<file path="src/rtl/seq_mul_unit_pkg.sv">
// Shared types and helpers for the iterative shift-add multiplier.
package seq_mul_unit_pkg;

  typedef enum logic [1:0] {
    ST_IDLE = 2'd0,
    ST_CALC = 2'd1,
    ST_FIX  = 2'd2,
    ST_DONE = 2'd3
  } state_t;

  // Instruction-level operation types as seen by the execute-stage decoder.
  typedef enum logic [1:0] {
    OP_MUL    = 2'd0,
    OP_MULH   = 2'd1,
    OP_MULHSU = 2'd2,
    OP_MULHU  = 2'd3
  } mul_op_t;

  typedef struct packed {
    logic a_signed;
    logic b_signed;
    logic upper;
  } mul_ctrl_t;

  // Counter must be able to hold the value WIDTH itself.
  function automatic int unsigned cnt_width(input int unsigned width);
    return $clog2(width + 1);
  endfunction

  // Map an operation type onto the per-operand signedness and half select.
  function automatic mul_ctrl_t decode_op(input mul_op_t op);
    mul_ctrl_t c;
    c = '0;
    case (op)
      OP_MUL:    c = '{a_signed: 1'b1, b_signed: 1'b1, upper: 1'b0};
      OP_MULH:   c = '{a_signed: 1'b1, b_signed: 1'b1, upper: 1'b1};
      OP_MULHSU: c = '{a_signed: 1'b1, b_signed: 1'b0, upper: 1'b1};
      OP_MULHU:  c = '{a_signed: 1'b0, b_signed: 1'b0, upper: 1'b1};
      default:   c = '0;
    endcase
    return c;
  endfunction

endpackage

</file>
<file path="src/rtl/seq_mul_unit_if.sv">
// Request/response bundle between the issue logic and the multiplier.
interface seq_mul_unit_if #(
  parameter int unsigned WIDTH = 32
);

  logic                 start_i;
  logic [WIDTH-1:0]     a_i;
  logic [WIDTH-1:0]     b_i;
  logic                 a_signed_i;
  logic                 b_signed_i;
  logic                 upper_i;
  logic                 abort_i;
  logic                 ready_o;
  logic                 busy_o;
  logic                 valid_o;
  logic [WIDTH-1:0]     result_o;
  logic [2*WIDTH-1:0]   product_o;

  modport master (
    output start_i, a_i, b_i, a_signed_i, b_signed_i, upper_i, abort_i,
    input  ready_o, busy_o, valid_o, result_o, product_o
  );

  modport slave (
    input  start_i, a_i, b_i, a_signed_i, b_signed_i, upper_i, abort_i,
    output ready_o, busy_o, valid_o, result_o, product_o
  );

endinterface

</file>
<file path="src/rtl/seq_mul_unit_cond_negate.sv">
// Conditional two's complement negation: dout = neg ? -din : din.
module cond_negate #(
  parameter int unsigned N = 32
) (
  input  logic         neg,
  input  logic [N-1:0] din,
  output logic [N-1:0] dout
);

  // Pure combinational negate-or-pass.
  always_comb begin
    dout = neg ? (~din + 1'b1) : din;
  end

endmodule

</file>
<file path="src/rtl/seq_mul_unit.sv">
// Iterative shift-add multiplier, one multiplier bit per cycle, with
// per-operand signedness, optional early termination and abort.
module seq_mul_unit
  import seq_mul_unit_pkg::*;
#(
  parameter int unsigned WIDTH     = 32,
  parameter int unsigned EARLY_OUT = 1
) (
  input  logic           clk,
  input  logic           rst_n,
  seq_mul_unit_if.slave  bus
);

  localparam int unsigned PW    = 2 * WIDTH;
  localparam int unsigned CNT_W = cnt_width(WIDTH);

  state_t           state;
  state_t           state_nxt;

  logic [WIDTH-1:0] a_mag;
  logic [WIDTH-1:0] b_mag;
  logic             a_neg;
  logic             b_neg;

  logic [PW-1:0]    mcand;
  logic [WIDTH-1:0] mplier;
  logic [PW-1:0]    acc;
  logic [PW-1:0]    acc_fix;
  logic [CNT_W-1:0] count;
  logic [CNT_W-1:0] count_inc;
  logic             neg;
  logic             upper;

  logic [PW-1:0]    product;
  logic [WIDTH-1:0] result;
  logic             valid;

  logic             ready;
  logic             accept;
  logic             last_iter;

  assign a_neg = bus.a_signed_i & bus.a_i[WIDTH-1];
  assign b_neg = bus.b_signed_i & bus.b_i[WIDTH-1];

  cond_negate #(.N(WIDTH)) u_mag_a (
    .neg  (a_neg),
    .din  (bus.a_i),
    .dout (a_mag)
  );

  cond_negate #(.N(WIDTH)) u_mag_b (
    .neg  (b_neg),
    .din  (bus.b_i),
    .dout (b_mag)
  );

  cond_negate #(.N(PW)) u_fix (
    .neg  (neg),
    .din  (acc),
    .dout (acc_fix)
  );

  assign ready     = (state == ST_IDLE) || (state == ST_DONE);
  assign accept    = ready && bus.start_i && !bus.abort_i;
  assign count_inc = count + 1'b1;
  // Decided on the post-shift values so the iteration that empties the
  // multiplier is also the last one spent in CALC.
  assign last_iter = (count_inc == CNT_W'(WIDTH)) ||
                     ((EARLY_OUT != 0) && (mplier[WIDTH-1:1] == '0));

  // State register.
  always_ff @(posedge clk or negedge rst_n) begin
    if (!rst_n) begin
      state <= ST_IDLE;
    end else begin
      state <= state_nxt;
    end
  end

  // Next-state decode; abort overrides everything including a new start.
  always_comb begin
    state_nxt = state;
    if (bus.abort_i) begin
      state_nxt = ST_IDLE;
    end else begin
      unique case (state)
        ST_IDLE: if (bus.start_i) state_nxt = ST_CALC;
        ST_CALC: if (last_iter)   state_nxt = ST_FIX;
        ST_FIX:                   state_nxt = ST_DONE;
        ST_DONE: if (bus.start_i) state_nxt = ST_CALC;
      endcase
    end
  end

  // Operand capture, shift-add iteration and sign fix-up of the result.
  always_ff @(posedge clk or negedge rst_n) begin
    if (!rst_n) begin
      mcand   <= '0;
      mplier  <= '0;
      acc     <= '0;
      count   <= '0;
      neg     <= 1'b0;
      upper   <= 1'b0;
      product <= '0;
      result  <= '0;
      valid   <= 1'b0;
    end else if (bus.abort_i) begin
      valid <= 1'b0;
    end else if (accept) begin
      mcand  <= {{WIDTH{1'b0}}, a_mag};
      mplier <= b_mag;
      acc    <= '0;
      count  <= '0;
      neg    <= a_neg ^ b_neg;
      upper  <= bus.upper_i;
      valid  <= 1'b0;
    end else begin
      case (state)
        ST_CALC: begin
          if (mplier[0]) begin
            acc <= acc + mcand;
          end
          mplier <= mplier >> 1;
          mcand  <= mcand << 1;
          count  <= count_inc;
        end
        ST_FIX: begin
          // The selected half is captured here rather than muxed from the
          // live upper flag so a following accept cannot disturb result_o.
          product <= acc_fix;
          result  <= upper ? acc_fix[PW-1:WIDTH] : acc_fix[WIDTH-1:0];
          valid   <= 1'b1;
        end
        default: ;
      endcase
    end
  end

  assign bus.ready_o   = ready;
  assign bus.busy_o    = (state == ST_CALC) || (state == ST_FIX);
  assign bus.valid_o   = valid;
  assign bus.result_o  = result;
  assign bus.product_o = product;

endmodule

</file>
<file path="src/flat_wrapper.sv">
// flat-port wrapper written by rule: the top's interface ports become plain ports
module seq_mul_unit_flat import seq_mul_unit_pkg::*;
#(
  parameter int unsigned WIDTH     = 32,
  parameter int unsigned EARLY_OUT = 1
)
  (clk, rst_n, bus_start_i, bus_a_i, bus_b_i, bus_a_signed_i, bus_b_signed_i, bus_upper_i, bus_abort_i, bus_ready_o, bus_busy_o, bus_valid_o, bus_result_o, bus_product_o);
  seq_mul_unit_if #(.WIDTH(WIDTH)) bus_i ();
  input  logic clk;
  input  logic rst_n;
  input wire logic [$bits(bus_i.start_i)-1:0] bus_start_i;
  input wire logic [$bits(bus_i.a_i)-1:0] bus_a_i;
  input wire logic [$bits(bus_i.b_i)-1:0] bus_b_i;
  input wire logic [$bits(bus_i.a_signed_i)-1:0] bus_a_signed_i;
  input wire logic [$bits(bus_i.b_signed_i)-1:0] bus_b_signed_i;
  input wire logic [$bits(bus_i.upper_i)-1:0] bus_upper_i;
  input wire logic [$bits(bus_i.abort_i)-1:0] bus_abort_i;
  output wire logic [$bits(bus_i.ready_o)-1:0] bus_ready_o;
  output wire logic [$bits(bus_i.busy_o)-1:0] bus_busy_o;
  output wire logic [$bits(bus_i.valid_o)-1:0] bus_valid_o;
  output wire logic [$bits(bus_i.result_o)-1:0] bus_result_o;
  output wire logic [$bits(bus_i.product_o)-1:0] bus_product_o;
  assign bus_i.start_i = bus_start_i;
  assign bus_i.a_i = bus_a_i;
  assign bus_i.b_i = bus_b_i;
  assign bus_i.a_signed_i = bus_a_signed_i;
  assign bus_i.b_signed_i = bus_b_signed_i;
  assign bus_i.upper_i = bus_upper_i;
  assign bus_i.abort_i = bus_abort_i;
  assign bus_ready_o = bus_i.ready_o;
  assign bus_busy_o = bus_i.busy_o;
  assign bus_valid_o = bus_i.valid_o;
  assign bus_result_o = bus_i.result_o;
  assign bus_product_o = bus_i.product_o;
  seq_mul_unit #(.WIDTH(WIDTH), .EARLY_OUT(EARLY_OUT)) u_core (.clk(clk), .rst_n(rst_n), .bus(bus_i));
endmodule
</file>
<file path="config.mk">
export PLATFORM = sky130hd
export DESIGN_NAME = seq_mul_unit_flat
export DESIGN_NICKNAME = d
export VERILOG_FILES = /design/src/rtl/seq_mul_unit_pkg.sv /design/src/rtl/seq_mul_unit_if.sv /design/src/rtl/seq_mul_unit_cond_negate.sv /design/src/rtl/seq_mul_unit.sv /design/src/flat_wrapper.sv
export SDC_FILE = /design/constraint.sdc
export NUM_CORES = 1
export LEC_CHECK = 0
export ABC_AREA = 1
export CAP_MARGIN = 20
export CORE_MARGIN = 5
export CORE_UTILIZATION = 30
export DETAILED_ROUTE_END_ITERATION = 12
export PLACE_DENSITY = 0.51
export SYNTH_ARGS = -nofsm -noshare
export SYNTH_HDL_FRONTEND = slang
export SYNTH_SLANG_ARGS = --single-unit
</file>
<file path="constraint.sdc">
create_clock -name clk -period 2.15 [get_ports clk]
set_clock_uncertainty 0.05 [all_clocks]
set_input_delay 0.3225 -clock clk [delete_from_list [all_inputs] [get_ports clk]]
set_output_delay 0.3225 -clock clk [all_outputs]
set_load 0.03 [all_outputs]
</file>
==> impl_summary.md, run 1 <==
Die
The number of placement rows is 98. The floorplan step set the die width to 277 um. The die covers ~77000 um2.

Pin placement for this block handled 170 I/O pins. For this configuration, the core starts out at a cell density of 30.1%. The die is 277 um tall.

The floorplan step defined a core boundary enclosing 71100 um2.

Critical path
The most frequent cell on the critical path is buf_6. The cell depth of the worst setup path is 13. The critical path required time is 2570 ps. The largest stage delay on the critical path is between 400 and 500 ps.

The kind of cell with the highest combined delay on the critical path is simple AND/OR/NAND/NOR gates. The critical path contains buffers and inverters numbering 4 combined. The kind of critical path is reg2reg.

The critical path goes through buf_6 -> nor2_1 -> nand2_2 -> nor2_4 -> nand3b_1 -> nor2_2 -> buf_6 -> buf_6 -> nor2_1 -> nand2_1 -> buf_4 -> nand3_1 -> o21a_1. Data on the critical path arrives at its endpoint at 2600 ps. The startpoint type of the worst setup path is a flip-flop. The cell count of the worst reg-to-reg path is 13. The slowest stage of the critical path belongs to the cell dfrtp_2.

In this run the worst path has a maximum fanout of 4. The kind of end point of the critical path is a flip-flop.

Timing
The final sum of negative setup slack is -75.4 ps. The relative slew slack is 53.1%. The final worst slack is -33.4 ps. Setup repair after global routing could not meet its margin everywhere. The minimum clock period is 2180 ps. The number of failing hold endpoints at the final stage was 0.

The number of max-slew violations in the final report is 0. The transition at the pin with the smallest max-transition slack is 703 ps. Setup violations remaining at the end of the flow were counted as 4. For this run, the top clock speed supported by timing is 458 MHz.

After layout, the worst path uses 102% of the clock period.

Power
Of the total power, the clock network draws approximately 14%. The switching power is approximately 22 mW. The total power draw is 45.1 mW. Summed over all cells, the static leakage comes to 16.6 nW. The switching share of power is about 48%.

The internal power is 23.5 mW. The power per cell area is roughly 1400 nW/um2. Per report_power, the sequential group accounts for 18.9% of the total. The highest ir drop seen on vdd is 0.000778 V. The fraction of power consumed by combinational cells is 67.2%.

Yosys
The number of nets in the synthesized netlist is 3686. After synthesis, the mean cell area works out to 6.04 um2. The flip-flop and latch count after synthesis is roughly 270. The largest total area in the synthesized netlist belongs to dfrtp_1. Sorting the synthesized cells by area gives the leading types as dfrtp_1 31%, nand2_1 24%, inv_1 9.7%. The synthesized netlist occupies a cell area of 21400 um2. The most used flip-flop cell after synthesis is dfrtp_1. Summing the sequential cell areas from Yosys gives between 30% and 40% of the chip area. The proportion of register bits with asynchronous set or reset after synthesis is 100%. The count of different cell masters after synthesis is 49.

Yosys printed 0 warnings. Synthesis produced a netlist whose cell count is 3545. The count of flip-flops with a built-in enable after synthesis is 0.

The share of synthesized area in the top cell type comes to 31.2%.

Global route
The number of global-route vias before repair was 23.3k. The wire length of the first global-routing pass is between 100000 and 150000 um. The leftover overflow at the end of global routing is 0. The largest net degree at the start of global routing is 69. The number of antenna violations at the first check in global routing came to 2. The all-layer global routing usage is a little over a fifth.

Run status
The flow ran to the end, but the final reports show violations. The final reports fail on setup timing.

Layout
The number of nets in the final layout is 4337. Leaving out fill and tap cells, the most frequent cell in the layout is nand2_1. The proportion of layout cells with a drive suffix above 1 is 27.3%. Registers take 6720 um2. In the layout the commonest cells are 1235 x nand2_1, 516 x inv_1, 483 x buf_4. The end-of-flow core utilization is 44.9%.

The area occupied by multi-input gates is 14600 um2. From synthesis to final layout, the design area changed by 49.3%. The filler cells instantiated in the layout total 7515.

Place
The worst slack after detailed placement is -205 ps. The final estimated routing congestion in global placement is 0.956. Detailed placement ended at an HPWL of 69500 um. Input and output buffers added on the ports amount to 169.

Route
The count of unresolved DRC violations after routing is 0. The detailed-route vias per instance is 4.67. For this block, the initial DRC count from the detailed router was 1588. The pre-antenna-repair detailed-routing pass consisted of 7 iterations.

In the final routed layout, each cell accounts on average for ~17 um. Wires add up to 86600 um. The total via count after detailed routing is about 24k.

The post-route antenna net violation count is 0.

Clock tree
The count of H-tree levels built during CTS is 2. The tree is rooted in a clkbuf_16. The total clock buffers created by CTS is 37. TritonCTS built the clock tree. The CTS clock-pin slew for the worst setup and hold paths is about 70 ps.

For this design, the sink count on the clock tree is 267. The clock reaches the later pin of the worst-skew pair after around 570 ps. The buffer depth of the longest clock path is 3.

Flow run
Max-cap violations in this run came to 0.

Hold path
The tightest min-delay check is of the in2async type.
## metrics by stage
step / hold WS (ps) / std cells / area (um2)
CTS: 228 / 5145 / 29700
detailed placement: 230 / 5077 / 27900
global route: 254 / 5171 / 32000
global placement: 239 / 5077 / 27900
finish: 222 / 5173 / 32000
floorplan: -23.1 / 3545 / 21400
## area by class of cell
type,instances,share of cell area (%)
clock buffers,50,3.27
repair buffers,703,19.2
multi-input cells,2624,45.6
clock inverters,14,0.540
diodes,2,0.0157
flip-flops and latches,267,21.0
inverters,563,6.69
well taps,950,3.72
## path summary, 6_finish.rpt
check                                        start  slack, ps                        to
max in group asynchronous                    rst_n       1140            u_core.acc[47]
max                                  u_core.acc[6]        -30  u_core.bus.product_o[29]
min in group clk                       bus_upper_i        360              u_core.upper
min                                          rst_n        220    u_core.bus.result_o[6]
min reg2reg                u_core.bus.result_o[22]        420   u_core.bus.result_o[22]
max reg2reg                          u_core.acc[6]        -30  u_core.bus.product_o[29]
## logic make-up (layout without fill, tap and decap cells)
logic type / count (synthesis) / count (layout) / share of synthesized area [%]
other cells: 0 / 2 / 0
fa+ha+maj: 70 / 70 / 4.13
flops: 267 / 267 / 31.2
xor+xnor: 59 / 59 / 2.41
buf+inv: 654 / 1330 / 11.8
compound gates: 359 / 359 / 9.22
simple gates: 2136 / 2136 / 41.2
## synthesized netlist by cell type, types with 3 or more instances
cell type,number
a21oi_1,77
a22oi_1,3
and2_1,5
buf_1,15
buf_2,27
buf_6,4
clkbuf_1,42
dfrtp_1,267
ha_1,69
inv_1,555
inv_2,6
nand2_1,1397
nand2_2,10
nand3_1,311
nand3_2,6
nand3b_1,4
nand4_1,41
nor2_1,296
nor2_2,5
nor2_4,9
nor3_1,28
nor4_1,6
o211ai_1,9
o21a_1,26
o21ai_0,200
o21ai_1,15
o21bai_1,3
o221ai_1,4
o22ai_1,10
o31ai_1,3
or2_2,10
xnor2_1,5
xor2_1,54
## power by group through the flow
stage                     Combinational, mW  Clock [mW]  Sequential (mW)
after floorplan                        11.6           0             9.50
after global placement                 25.3           0             8.22
after detailed placement               25.3           0             8.25
after CTS                              26.2        6.46             8.27
after global routing                   32.7        6.65             8.71
final                                  30.3        6.29             8.52
## timing repair
action                     4_1_cts  5_1_grt
hold buffers                     1        0
resized for setup              143      521
buffers inserted                 4       28
cloned                           0        2
hold endpoints to repair        40        0
setup endpoints to repair       89      133
pin swaps                       17      126
## metal layers
| metal | global-route usage, % | wire (um) | vias to the layer above |
|---|---|---|---|
| met5 | 0 | 7 | - |
| met4 | 6.79 | 3020 | 2 |
| met3 | 2.58 | 4040 | 122 |
| met2 | 36.5 | 40800 | 568 |
| met1 | 28.5 | 38800 | 11100 |
| li1 | - | - | 12400 |
## sequential cells by signal, indices dropped and copies added (netlist names)
name,flops
u_core.mcand,64
u_core.neg,1
u_core.bus.result_o,32
u_core.count,6
u_core.upper,1
u_core.state,2
u_core.mplier,32
u_core.acc,64
u_core.bus.product_o,64
u_core.bus.valid_o,1
Note: power is estimated with default switching activity, not from simulation.
==> inputs of run 2 (changes only) <==
- ABC_CLOCK_PERIOD_IN_PS: default -> 2150
- CORE_ASPECT_RATIO: default -> 1.75
- CTS_CLUSTER_SIZE: default -> 20
==> run 2 against run 1 <==
Effect of this change:
- the run still ends with setup timing left
- non-clock buffer count grew 74
- via count grew 1.1%
- register-to-register slack is essentially flat
- critical path depth is the same
- sequential power is essentially flat
- worst setup slack gained 6.6 ps
- routed wire length grew 5.3%
- highest routed layer is now met4
==> impl_summary.md, run 2 (synthesis results as in run 1) <==
Timing
The timing-limited maximum frequency is 459 MHz (+0.31%). The number of failing hold endpoints at the final stage is 0 (unchanged). Setup repair after global routing could not meet its margin everywhere.

The transition at the pin with the smallest max-transition slack is 801 ps (+97.7 ps). The relative slew slack is 46.6% (-6.5 points). The final worst slack was -26.8 ps (+6.65 ps).

The ratio of final minimum period to clock period is 101% (-0.31 points). The number of max-slew violations in the final report is 0 (unchanged). The number of setup violations in the final report is 8 (+4). The minimum clock period was 2180 ps (-6.65 ps).

Route
The detailed-route vias per instance is 4.69 (+0.56%). The count of unresolved DRC violations after routing was 0 (unchanged). The post-route antenna net violation count came to 0 (unchanged).

The iteration count of the initial detailed-routing pass is 5 (-2). The number of design-rule violations left by the first detailed-router iteration is 1266 (-20%). The total via count after detailed routing is 24.4k (+1.1%). The total wirelength of the detailed-routed design is 91200 um (+5.3%).

The wire length per cell is 17.5 um (+4.7%).

Place
The worst slack after detailed placement is -288 ps (-82.5 ps). The final estimated routing congestion in global placement is 0.963 (+0.72%). The quantity of I/O buffers inserted on ports is 169 (unchanged). The total half-perimeter wirelength after legalization and detailed placement is 72800 um (+4.7%).

Layout
The diode insertion count for antenna repair came to 0 (-2). The number of nets in the final layout is 4404 (+1.5%). The relative area change from synthesis to final layout is 55.3%. The most common cell after layout, fill and taps aside is nand2_1.

The end-of-flow core utilization came to 47.0% (+2.1 points). The proportion of layout cells with a drive suffix above 1 is 31.2% (+3.9 points). Leaving out fill and tap cells, the most frequent cells in the layout are 1150 x nand2_1, 514 x inv_1, 511 x buf_4.

Critical path
The critical path required time is 2640 ps (+70 ps). The launch point of the critical path is u_core.acc[3]. In this run the critical register-to-register path is launched from u_core.acc[3]. The kind of end point of the critical path is a flip-flop. The cell count of the worst reg-to-reg path is 13 (unchanged).

The startpoint type of the worst setup path is a flip-flop. The arrival time of data at the critical path endpoint is 2670 ps (+70 ps). The top fanout value on the critical path is 4 (unchanged).

The critical path is of the reg2reg type.

Die
The number of placement rows is 129 (+32%). The count of boundary I/O pins is 170 (unchanged). The width of the die came to 212 um (-24%).

The core area is 70700 um2 (-0.59%). The total die area was 77000 um2 (+0.27%). The effective utilization at floorplan came to 30.3% (+0.18 points). The die extent in y is 363 um (+31%).

Flow run
The max-capacitance violation count is 0 (unchanged).

Power
The leakage dissipation is 17.3 nW (+3.8%). The internal power is 24.1 mW (+2.9%). The switching share of power came to 48.5% (+0.58 points). The power per cell area is 1410 nW/um2 (about the same). The switching power was 22.8 mW (+5.3%).

The highest ir drop seen on vdd is 0.000893 V (+15%). The clock share of power is 11.5% (-2.5 points). The fraction of power consumed by combinational cells is 70.4% (+3.2 points). The sequential share of power is 18.2% (-0.7 points).

Global route
The largest net degree at the start of global routing is 63 (-8.7%). The number of global-route vias before repair came to 24.2k (+4.0%). The wire length of the first global-routing pass is 135000 um (+2.3%). The leftover overflow at the end of global routing came to 0 (unchanged). The number of antenna violations at the first check in global routing is 0 (-2). The all-layer global routing usage is 22.3% (+0.89 points).

Run status
The checks that failed: setup timing. The flow ran to the end, but the final reports show violations.

Clock tree
The clock network latency to the later pin of the worst-skew pair is 630 ps (+60 ps). The count of H-tree levels built during CTS is 1 (-1). The count of clock tree sinks is 267 (unchanged).

The total clock buffers created by CTS is 28 (-24%). The buffer depth of the longest clock path was 3 (unchanged). The tree is rooted in a clkbuf_16. The CTS clock-pin slew for the worst setup and hold paths is 80 ps (about the same). The TritonCTS clock tree is yes.

Hold path
The worst hold path class is in2async.
[run 2: layout make-up]
type,count,area [um2]
sequential,267,6720
timing repair inverter,1,30.0
tap,917,1150
fill,7322,37500
clock buffer,40,846
timing repair buffer,777,7070
multi-input combinational,2625,15100
inverter,563,2160
clock inverter,12,148
[run 2: repair_timing]
| item | in CTS | in global routing |
|---|---|---|
| setup buffers | 10 | 32 |
| cloned | 0 | 17 |
| pin swaps | 53 | 150 |
| hold buffers | 1 | 0 |
| setup endpoints to repair | 104 | 138 |
| endpoints found under the hold margin | 138 | 0 |
| resized for setup | 256 | 607 |
[run 2: per-layer routing]
layer	share of wire, %	vias to the layer above	track usage (%)	wire (um)
met2	52	538	42.3	47600
met1	37	11200	23.9	33300
met3	3.0	214	1.66	2770
li1	-	12500	-	-
met4	8.3	0	13.2	7590
met5	0	-	0	0
[run 2: per-stage QoR]
stage / setup TNS [ps] / hold slack, ps / instance area (um2) / total power [mW] / instances
floorplan: 0 / -23.1 / 21400 / 21.1 / 3545
global placement: -12190 / 221 / 28400 / 34.7 / 5094
detailed placement: -14290 / 222 / 28400 / 34.9 / 5094
CTS: -146 / 137 / 30500 / 42.5 / 5155
global route: -3960 / 198 / 33200 / 49.8 / 5202
finish: -97.8 / 147 / 33200 / 46.9 / 5202
[run 2: final timing paths]
kind,slack [ps],to
worst max-delay path,-30,u_core.bus.product_o[32]
worst min-delay path,150,u_core.acc[1]
worst max register to register,-30,u_core.bus.product_o[32]
worst min register to register,430,u_core.bus.result_o[22]
max in group asynchronous,1080,u_core.acc[34]
min in group clk,290,u_core.upper
[run 2: critical path, cell delays in order (launching register included)]
cell     delay, ps
dfrtp_1        420
buf_6          140
buf_6          120
nor2_4         100
nand2_2         80
nor2_4         220
nand2_2        110
nand2_4        120
nand2_4         70
nor2_4         160
xor2_1         210
buf_4          190
nand2_2         50
nand2_1         60
[run 2: power by group through the flow]
| stage | clock (mW) | sequential, mW | combinational, mW |
|---|---|---|---|
| 6_report | 5.38 | 8.53 | 33.0 |
| 5_1_grt | 5.65 | 8.72 | 35.4 |
| 4_1_cts | 5.51 | 8.36 | 28.6 |
| 3_5_place_dp | 0 | 8.22 | 26.6 |
| 3_3_place_gp | 0 | 8.18 | 26.5 |
| 2_1_floorplan | 0 | 9.50 | 11.6 |
==> inputs of run 3 (changes only) <==
- CORE_MARGIN: 5 -> default
==> run 3 against run 2 <==
Effect of this change:
- the flow still finishes with violations (setup timing)
- first-iteration DRC count shrank 20%
- routed wire length shrank 4.7%
- utilization shrank 0.94 points
- global-route usage grew 1.5 points
- sequential share of layout area grew 0.42 points
- clock power shrank 2%
- sequential power shrank 1%
- maximum frequency grew 1.1%
- final area shrank 2.0%
- worst setup slack gained 23 ps
- non-clock buffer count shrank 22
- largest cell class unchanged
- largest power group unchanged
==> impl_summary.md, run 3 (synthesis results as in run 1) <==
Run status
The flow ran to the end, but the final reports show violations. The final reports fail on setup timing.

Route
The detailed-route vias per instance came to 4.67 (-0.43%). The iteration count of the initial detailed-routing pass is 5 (unchanged). The post-route antenna net violation count is 0 (unchanged). The wire length per cell is 16.8 um (-4.2%). The total via count after detailed routing came to 24.2k (-0.91%).

The count of unresolved DRC violations after routing is 0 (unchanged). The total wirelength of the detailed-routed design was 87000 um (-4.7%). The number of design-rule violations left by the first detailed-router iteration was 1016 (-20%).

Die
The die extent in y was 355 um (-2.2%). The number of placement rows is 129 (unchanged). The core area is 70700 um2 (unchanged). The width of the die is 204 um (-3.8%). The count of boundary I/O pins is 170 (unchanged).

The total die area is 72500 um2 (-5.9%). The effective utilization at floorplan is 30.3% (unchanged).

Power
The leakage dissipation is 16.9 nW (-2.1%). The power per cell area was 1410 nW/um2 (-0.33%). The highest ir drop seen on vdd is 0.000824 V (-7.7%).

Place
The quantity of I/O buffers inserted on ports is 169 (unchanged). The placed cell count is 5094 (unchanged). The final estimated routing congestion in global placement is 0.966 (+0.32%). The area after detailed placement is 28300 um2 (-0.13%). The total half-perimeter wirelength after legalization and detailed placement is 71700 um (-1.5%).

Global route
The number of antenna violations at the first check in global routing was 0 (unchanged). The wire length of the first global-routing pass is 133000 um (-1.7%). The leftover overflow at the end of global routing was 0 (unchanged). The all-layer global routing usage is 23.8% (+1.5 points).

The number of global-route vias before repair came to 24.1k (-0.45%). The largest net degree at the start of global routing came to 57 (-9.5%).

Critical path
The critical path required time came to 2600 ps (-40 ps). The slowest stage of the critical path belongs to the cell dfrtp_2. The endpoint identified for the worst register-to-register timing path is u_core.bus.result_o[10]. The kind of cell with the highest combined delay on the critical path is simple AND/OR/NAND/NOR gates. The setup path with the least slack is of type reg2reg. Walking the worst path, the cells encountered are buf_6 -> buf_6 -> nor2_4 -> nand2_2 -> nor2_4 -> nand3_4 -> nand2_8 -> nand4_1 -> a21oi_2 -> buf_4 -> o21ai_1.

The setup slack of the most critical reg-to-reg path came to -4 ps (+20 ps). The arrival time of data at the critical path endpoint is 2600 ps (-70 ps). The source of the worst register-to-register timing path is u_core.acc[3]. STA classifies the critical path startpoint as a flip-flop.

The top fanout value on the critical path is 7 (+3). The buffers plus inverters on the worst setup path is 3 (unchanged). The largest stage delay on the critical path is 440 ps (+20 ps). The cell count of the worst reg-to-reg path came to 11 (-2).

The kind of end point of the critical path is a flip-flop.

Timing
The ratio of final minimum period to clock period was 100% (-1.1 points). The transition at the pin with the smallest max-transition slack is 888 ps (+87.5 ps). The number of setup violations in the final report came to 4 (-4).

The number of max-slew violations in the final report is 0 (unchanged). The number of failing hold endpoints at the final stage is 0 (unchanged). The timing-limited maximum frequency was 464 MHz (+1.1%). The final worst slack is -4.06 ps (+22.7 ps). The relative slew slack is 40.7% (-5.8 points).

The minimum clock period is 2150 ps (-22.7 ps). Setup repair after global routing could not meet its margin everywhere. The post-route worst hold slack was 177 ps (+30.1 ps).

Layout
The diode insertion count for antenna repair was 0 (unchanged). The fill cell instance count of the final layout came to 7423 (+1.4%). From synthesis to final layout, the design area changed by 52.2%.

The end-of-flow core utilization is 46.1% (-0.94 points). The final cell count without fillers came to 5177 (-0.48%). The area occupied by multi-input gates is 15000 um2 (-0.84%). Leaving out fill and tap cells, the most frequent cells in the layout are 1176 x nand2_1, 519 x buf_4, 508 x inv_1. Leaving out fill and tap cells, the most frequent cell in the layout is nand2_1. The register area is 6720 um2 (about the same). The number of nets in the final layout is 4380 (-0.54%).

The proportion of layout cells with a drive suffix above 1 is 30.1% (-1.1 points). The area of all placed cells without fillers is 32600 um2 (-2.0%).

Clock tree
The clock root buffer master is clkbuf_16. The clock network latency to the later pin of the worst-skew pair was 610 ps (-20 ps). The CTS clock-pin slew for the worst setup and hold paths came to 70 ps (about the same). The buffer depth of the longest clock path was 3 (unchanged). The count of H-tree levels built during CTS is 1 (unchanged). The TritonCTS clock tree is yes. The total clock buffers created by CTS is 28 (unchanged).

The count of clock tree sinks is 267 (unchanged).

Flow run
The max-capacitance violation count came to 0 (unchanged).

Hold path
The tightest min-delay check is of the in2async type.
==> run 3: changes by cell type in the layout (fill, tap and decap cells not counted), moves of 9 or more <==
cell and change:
o21ai_0 +16, inv_2 +9, nand2_1 +26, nor2_2 -13, buf_6 -12, nand2_2 -21
==> run 3: cell type report <==
type                    count  area share [%]
repair buffers            755            20.3
clock inverters            16           0.676
well taps                 917            3.52
inverters                 563            6.55
flip-flops and latches    267            20.6
clock buffers              35            2.32
multi-input cells        2624            46.0
==> run 3: worst max-delay path by stage <==
| stage | start | end | depth (start not counted) |
|---|---|---|---|
| after floorplan | u_core.state[0] | u_core.mplier[27] | 9 |
| after global placement | u_core.acc[0] | u_core.acc[60] | 15 |
| after detailed placement | u_core.mcand[0] | u_core.acc[56] | 15 |
| after CTS | u_core.acc[3] | u_core.bus.result_o[20] | 13 |
| after global routing | u_core.acc[0] | u_core.acc[60] | 15 |
| final | u_core.acc[3] | u_core.bus.result_o[10] | 11 |
==> run 3: timing repair <==
item | in CTS | in global routing
buffers inserted | 7 | 26
hold endpoints to repair | 80 | 0
endpoints found under the setup margin | 103 | 113
gates resized for setup | 250 | 539
cloned | 0 | 1
pin swaps | 51 | 124
hold buffers | 1 | 0
==> run 3: metrics by stage <==
stage               setup TNS, ps  setup slack [ps]  power [mW]
floorplan                       0               103        21.1
global placement           -11070              -308        34.5
detailed placement         -13030              -280        34.7
CTS                          -211             -50.4        42.1
global route                -2810              -103        48.8
finish                      -11.5             -4.06        45.8
==> run 3: layer usage <==
layer / GRT usage, % / vias to the layer above / part of all wire (%)
li1: - / 12400 / -
met1: 25.3 / 11100 / 38
met2: 45.3 / 473 / 52
met3: 1.47 / 192 / 2.4
met4: 14.8 / 0 / 7.1
met5: 0 / - / 0
==> run 3: report_power, final <==
group          leakage, nW  internal, mW  switching, mW
logic                 13.1          13.6           18.5
clock network        0.467          3.00           2.25
registers             3.39          6.87           1.58
total                 16.9          23.5           22.3
==> run 3: worst register-to-register path, delay by kind of cell (launching register included) <==
family                 cells  cell delay (ps)
AO/OA/AOI/OAI              2              290
buffers and inverters      3              420
flip-flops                 1              440
AND/OR/NAND/NOR            6              840
